File: config.mk
export PLATFORM = sky130hd
export DESIGN_NAME = pc_fetch_unit
export DESIGN_NICKNAME = d
export VERILOG_FILES = /design/src/rtl/riscv_pkg.sv /design/src/rtl/pc_fetch_unit_mux2x1.sv /design/src/rtl/pc_fetch_unit.sv
export SDC_FILE = /design/constraint.sdc
export NUM_CORES = 1
export LEC_CHECK = 0
export ABC_CLOCK_PERIOD_IN_PS = 4450
export BUFFER_PORTS_ARGS = -buffer_cell sky130_fd_sc_hd__buf_4
export CAP_MARGIN = 15
export CORE_ASPECT_RATIO = 0.8
export CORE_MARGIN = 1.5
export CORE_UTILIZATION = 52
export CTS_CLUSTER_SIZE = 14
export DETAILED_ROUTE_END_ITERATION = 6
export PLACE_DENSITY = 0.9
export SLEW_MARGIN = 20
export SYNTH_ARGS = -nofsm -noshare
export SYNTH_HDL_FRONTEND = slang
export SYNTH_HIERARCHICAL = 1
export SYNTH_SLANG_ARGS = --single-unit
File: constraint.sdc
create_clock -name clk -period 4.45 [get_ports clk]
set_input_delay 0.2225 -clock clk [delete_from_list [all_inputs] [get_ports clk]]
set_output_delay 0.2225 -clock clk [all_outputs]
set_load 0.05 [all_outputs]
File: src/rtl/riscv_pkg.sv
// Shared definitions for the instruction fetch front end: fetch FSM encoding and
// default PC reset value / sequential step.
package riscv_pkg;

  typedef enum logic [1:0] {
    ST_IDLE = 2'd0,
    ST_REQ  = 2'd1,
    ST_KILL = 2'd2
  } fetch_state_e;

  localparam logic [31:0] RESET_PC_DEFAULT = 32'h0000_0000;
  localparam int          PC_STEP_DEFAULT  = 4;

endpackage

File: src/rtl/pc_fetch_unit_mux2x1.sv
// Two-input word select used for next-PC choice (sequential vs redirect target).
module Mux2x1 #(
  parameter int WIDTH = 32
) (
  input  logic [WIDTH-1:0] data_0_i,
  input  logic [WIDTH-1:0] data_1_i,
  input  logic             sel_i,
  output logic [WIDTH-1:0] data_o
);

  assign data_o = sel_i ? data_1_i : data_0_i;

endmodule

File: src/rtl/pc_fetch_unit.sv
// Program counter plus single-outstanding instruction fetch over req/ack, feeding a
// one-entry valid/ready buffer toward IF/ID. EX redirects discard wrong-path fetches.
module pc_fetch_unit
  import riscv_pkg::*;
#(
  parameter int               WIDTH    = 32,
  parameter logic [WIDTH-1:0] RESET_PC = WIDTH'(RESET_PC_DEFAULT),
  parameter int               PC_STEP  = PC_STEP_DEFAULT
) (
  input  logic             clk,
  input  logic             rst,
  input  logic             branch_taken,
  input  logic [WIDTH-1:0] branch_target,
  input  logic             stall,
  output logic             imem_req,
  output logic [WIDTH-1:0] imem_addr,
  input  logic             imem_ack,
  input  logic [WIDTH-1:0] imem_rdata,
  output logic             if_valid,
  input  logic             if_ready,
  output logic [WIDTH-1:0] if_pc,
  output logic [WIDTH-1:0] if_instr,
  output fetch_state_e     dbg_state
);

  // Handshakes: imem_req/imem_addr hold until the cycle imem_ack is sampled high;
  // the output buffer transfers on any rising edge where if_valid & if_ready.

  fetch_state_e     state_q;
  logic [WIDTH-1:0] pc_q, pc_d;
  logic [WIDTH-1:0] req_addr_q;
  logic             if_valid_q;
  logic [WIDTH-1:0] if_pc_q, if_instr_q;
  logic [WIDTH-1:0] pc_seq, pc_mux;
  logic             fill, issue;

  assign pc_seq = pc_q + WIDTH'(PC_STEP);

  Mux2x1 #(.WIDTH(WIDTH)) u_next_pc_mux (
    .data_0_i (pc_seq),
    .data_1_i (branch_target),
    .sel_i    (branch_taken),
    .data_o   (pc_mux)
  );

  // A live response only counts when no redirect lands on the same edge.
  assign fill  = (state_q == ST_REQ) && imem_ack && !branch_taken;
  assign issue = !stall && !branch_taken && (!if_valid_q || if_ready);
  assign pc_d  = (branch_taken || fill) ? pc_mux : pc_q;

  always_ff @(posedge clk or posedge rst) begin
    if (rst) begin
      state_q    <= ST_IDLE;
      pc_q       <= RESET_PC;
      req_addr_q <= RESET_PC;
      if_valid_q <= 1'b0;
      if_pc_q    <= '0;
      if_instr_q <= '0;
    end else begin
      pc_q <= pc_d;

      case (state_q)
        ST_IDLE: begin
          if (issue) begin
            state_q    <= ST_REQ;
            req_addr_q <= pc_q;
          end
        end
        ST_REQ: begin
          if (branch_taken) begin
            state_q <= imem_ack ? ST_IDLE : ST_KILL;
          end else if (imem_ack) begin
            state_q <= ST_IDLE;
          end
        end
        ST_KILL: begin
          if (imem_ack) begin
            state_q <= ST_IDLE;
          end
        end
        default: state_q <= ST_IDLE;
      endcase

      // Flush wins over both a fill and a consume on the same edge.
      if (branch_taken) begin
        if_valid_q <= 1'b0;
      end else if (fill) begin
        if_valid_q <= 1'b1;
        if_pc_q    <= req_addr_q;
        if_instr_q <= imem_rdata;
      end else if (if_valid_q && if_ready) begin
        if_valid_q <= 1'b0;
      end
    end
  end

  assign imem_req  = (state_q != ST_IDLE);
  assign imem_addr = req_addr_q;
  assign if_valid  = if_valid_q;
  assign if_pc     = if_pc_q;
  assign if_instr  = if_instr_q;
  assign dbg_state = state_q;

endmodule

# Yosys cells after proc, flatten, opt, wreduce, memory -nomap -nowiden
# Cells that the tools add are included.
# Widths: inputs -> output; s select.
word_totals:
  register_bits: 131
  inputBits: 70
classes:
  bitwise_logic: 1
  addsub: 1
  n_reduce_logical: 15
  mux: 9
  eq_ne: 3
ops:
  columns: ["op", "n"]
  rows:
  - ["$add 32x3->32 const B", 1]
  - ["$mux 32", 1]
  - ["$mux 2", 4]
  - ["$pmux 2 s3", 1]
  - ["$logic_and 1x1->1", 5]
  - ["$reduce_and 2->1", 2]
  - ["$logic_not 1->1", 3]
  - ["$mux 1", 3]
  - ["$reduce_bool 3->1", 1]
  - ["$eq 2x1->1 const B", 1]
  - ["$eq 2x2->1 const B", 1]
  - ["$logic_not 2->1", 1]
  - ["$logic_or 1x1->1", 2]
  - ["$ne 2x2->1 const B", 1]
  - ["$reduce_bool 2->1", 1]
  - ["$not 1->1", 1]

# Logic depth before layout (Yosys ltp)
depth:
  depth_word: 5
  depth_mapped: 8
  depth_no_buf: 6

# By module
# The synthesis kept the hierarchy.
by_module_without_submodules:
  columns: ["mod", "cells_each", "area_per_inst_um2", "instances"]
  rows:
  - ["pc_fetch_unit", 377, 5452.7, 1]
  - ["Mux2x1", 36, 544.3, 1]

# Worst setup path after synthesis
# Ideal clock, no wire load.
synth_path:
  path_kind: "reg2reg"
  from: "reg pc_q[7]"
  to: "reg pc_q[24]"
  period_less_slack_ns: 1.973
  path_slack_ns: 2.477
  setup_ns: 0.125
  n_path_buf: 1
  arrival_time_ns: 1.848
  stages_incl_launch_ff: 8
  t_required_ns: 4.325
  cell_sequence: "dfrtp_1 > clkbuf_2 > nand4_2 > nor4_4 > nand4_1 > xnor2_1 > mux2_4 > mux2_2"
synth_between:
  elab_chain_cells: 2
synth_lines:
  columns: ["element", "line_no", "source"]
  rows:
  - ["from (decl)", "pc_fetch_unit.sv:30", "logic [WIDTH-1:0] pc_q, pc_d;"]
  - ["from (signal assigned)", "pc_fetch_unit.sv:60", "pc_q <= pc_d;"]
  - ["$add 32x3->32", "pc_fetch_unit.sv:37", "assign pc_seq = pc_q + WIDTH'(PC_STEP);"]
  - ["named net pc_seq[24]", "pc_fetch_unit.sv:34", "logic [WIDTH-1:0] pc_seq, pc_mux;"]
  - ["$mux 32", "pc_fetch_unit_mux2x1.sv:11", "assign data_o = sel_i ? data_1_i : data_0_i;"]
  - ["named net pc_mux[24]", "pc_fetch_unit.sv:34", null]
# The timed path passes the listed nets, and every way through them passes these cells.
# A chain may end at the register's enable or synchronous reset.

# Worst setup path after layout
layout_path:
  from: "reg pc_q[8]"
  to: "reg pc_q[31]"
# Same word-level chain as after synthesis.

==> impl_metrics.csv <==
group,metric,value,unit
floorplan,dieArea,0.0122,mm2
detailed_routing,drtAntennaViolNets,0,
clock_network,cts_tree,"done",
placement,port_buffers,169,
timing,setup_ws,2.17,ns
setup_path,worst-path-max-fanout,10,
power,power,6210,uW
synthesis,synth_common_cells,"dfrtp_1 (131), mux2_2 (129), mux2_4 (30), xnor2_1 (23), nand2_1 (16)",
timing,min_period_over_period,51.2,%
placement,post-place-ws,2.11,ns
hold_path,hp-class,"primary input to register",
global_route,grt_pass1_vias,4243,
clock_network,ctsResizeCount,0,
clock_network,ctsHoldBuffers,2,
timing,worstMarginPinSlew,1.02,ns
floorplan,ios,170,
layout,drive_gt1_share,61.9,%
detailed_routing,drc,0,
setup_path,end_kind,"register",
timing,whs,0.0406,ns
placement,place_congestion,0.777,
placement,dp_hpwl,9100,um
synthesis,synth_top_area_share,54.7,%
layout,seq_area,0.00328,mm2
timing,setup_viol,0,
detailed_routing,wl_per_cell,18.0,um
synthesis,synthArstFlopShare,100,%
layout,fill_cells,764,
synthesis,postSynthAreaPerCell,14.5,um2
synthesis,synth_top_area_cell,"dfrtp_1",
power,peakVddDrop,0.514,mV
detailed_routing,routed_wl,13400,um
timing,maxSlewHeadroom,31.8,%
timing,period_minus_slack,2.28,ns
floorplan,start_util,54.2,%
setup_path,rrSetupSlack,2.17,ns
setup_path,worstPathRequired,4.74,ns
floorplan,core,0.0111,mm2
layout,antenna_cells,0,
clock_network,htree_levels,4,
synthesis,ys_seq_elements,131,
synthesis,synth_nets,484,
setup_path,start_kind,"register",
power,p_leak,0.00370,uW
floorplan,row_count,34,
timing,rsz0062_at_grt,"false",
layout,num-nets-final,656,
global_route,track_usage,23.5,%
detailed_routing,firstDrtPassIters,4,
global_route,grt_pass1_wl,21500,um
timing,hold_viol,0,
timing,tns,0,ns
clock_network,clock-sinks,131,
clock_network,clock-root-buffer,"clkbuf_16",
synthesis,synth_area_leaders,"dfrtp_1 (55%), mux2_2 (24%), mux2_4 (7.5%)",
synthesis,synth_most_common_cell,"dfrtp_1",
setup_path,criticalPathCategory,"register to register",
timing,max_freq,439,MHz
layout,multi_input_area,0.00257,mm2
floorplan,die_x,123,um
detailed_routing,num_vias,3977,
synthesis,ys_warn_count,6,
timing,slew_violations,0,
power,power_density,782,mW/mm2
synthesis,synth_cell_type_count,30,
detailed_routing,first_iter_violations,180,
synthesis,synth_ff_type,"dfrtp_1",
clock_network,clkTransAtPathRegs,0.06,ns
layout,utilization,71.8,%
outcome,status,"completed",
synthesis,syn_inst,413,
synthesis,synthesis.area,0.00600,mm2
clock_network,cts_buffers,17,
layout,area_growth_syn_to_layout,32.5,%
setup_path,arrival,2.57,ns
global_route,grt_max_degree,88,
clock_network,clk_path_buf_depth,2,
flow_run,drv_cap,0,
synthesis,ys_seq_area_share,54.7,%
timing,skew,0.00591,ns
floorplan,die_y,99.1,um
clock_network,worstSkewPairLatency,0.41,ns
global_route,antenna_found_initial,0,
detailed_routing,viasPerCell,5.36,
synthesis,synth_enable_flop_cells,0,
clock_network,cts_setup_buffers,0,
global_route,grt_overflow,0,
sequential cells by signal, summed over array words and instances, names as in the netlist:
name,count
dbg_state,2
if_instr,32
if_pc,32
if_valid,1
imem_addr,32
pc_q,32
cell type report:
type                       count  area share (%)
clock buffer                  21            5.80
clock inverter                11            1.61
inverter                       4           0.252
multi-input combinational    257            32.3
sequential                   131            41.3
tap                          144            2.27
timing repair buffer         174            16.5
metal layers:
layer / part of all wire, % / global-route usage, % / vias to the layer above
met2: 51 / 39.6 / 104
met3: 4.8 / 5.73 / 21
met5: 0 / 0 / -
li1: - / - / 1814
met4: 1.8 / 9.90 / 0
met1: 42 / 28.8 / 2038
cell families (layout without fill, tap and decap cells):
kind of cell | after synthesis | after routing | synth area share [%]
mux | 159 | 159 | 31.7
flops | 131 | 131 | 54.7
simple gates | 66 | 66 | 6.18
xor+xnor | 28 | 28 | 4.09
buf+inv | 25 | 210 | 2.84
compound gates | 3 | 3 | 0.292
fa+ha+maj | 1 | 1 | 0.209
critical path, stage by stage (launching register included):
cell and delay [ns]:
dfrtp_1 0.48, nand4_2 0.20, nor4_4 0.59, nand4_1 0.20, xnor2_1 0.17, mux2_2 0.26, mux2_2 0.25
where the power goes:
group	internal, uW	switching [uW]	leakage, uW
clock	856	517	0.000280
combinational	1010	1800	0.00185
sequential	1650	374	0.00157
total	3520	2690	0.00370
path summary, 6_finish.rpt:
| path | startpoint | endpoint | cells past startpoint |
|---|---|---|---|
| min | imem_rdata[11] | if_instr[11] | 2 |
| min reg2reg | if_pc[16] | if_pc[16] | 1 |
| min in group asynchronous | rst | if_instr[23] | 3 |
| max | pc_q[8] | pc_q[31] | 6 |
| max reg2reg | pc_q[8] | pc_q[31] | 6 |
| max in group asynchronous | rst | if_pc[22] | 4 |
cell usage in the layout, fill, tap and decap left out, types with 2 or more instances in the layout:
cell type | Yosys | layout
mux2_4 | 30 | 30
clkbuf_16 | 0 | 17
clkbuf_8 | 0 | 2
and4_1 | 2 | 2
dfrtp_1 | 131 | 131
inv_6 | 0 | 2
inv_1 | 4 | 3
o21ai_0 | 2 | 2
nand3_1 | 11 | 10
mux2_2 | 129 | 129
clkinv_4 | 0 | 3
and3_1 | 4 | 4
bufinv_16 | 0 | 2
nand4_2 | 2 | 2
xnor2_1 | 23 | 23
buf_4 | 0 | 172
nand4_1 | 11 | 11
clkbuf_1 | 1 | 2
clkinv_2 | 0 | 2
nor3_1 | 3 | 2
nand2_1 | 16 | 16
clkinvlp_4 | 0 | 3
xor2_1 | 5 | 5
dlygate4sd3_1 | 0 | 2
nor2_1 | 9 | 8
stage by stage:
stage | instances | area [um2]
3_3_place_gp | 708 | 7340
4_1_cts | 742 | 7940
5_1_grt | 742 | 7940
3_5_place_dp | 708 | 7340
2_1_floorplan | 413 | 6000
6_report | 742 | 7940
No activity file was read; power rests on OpenSTA's default activity.
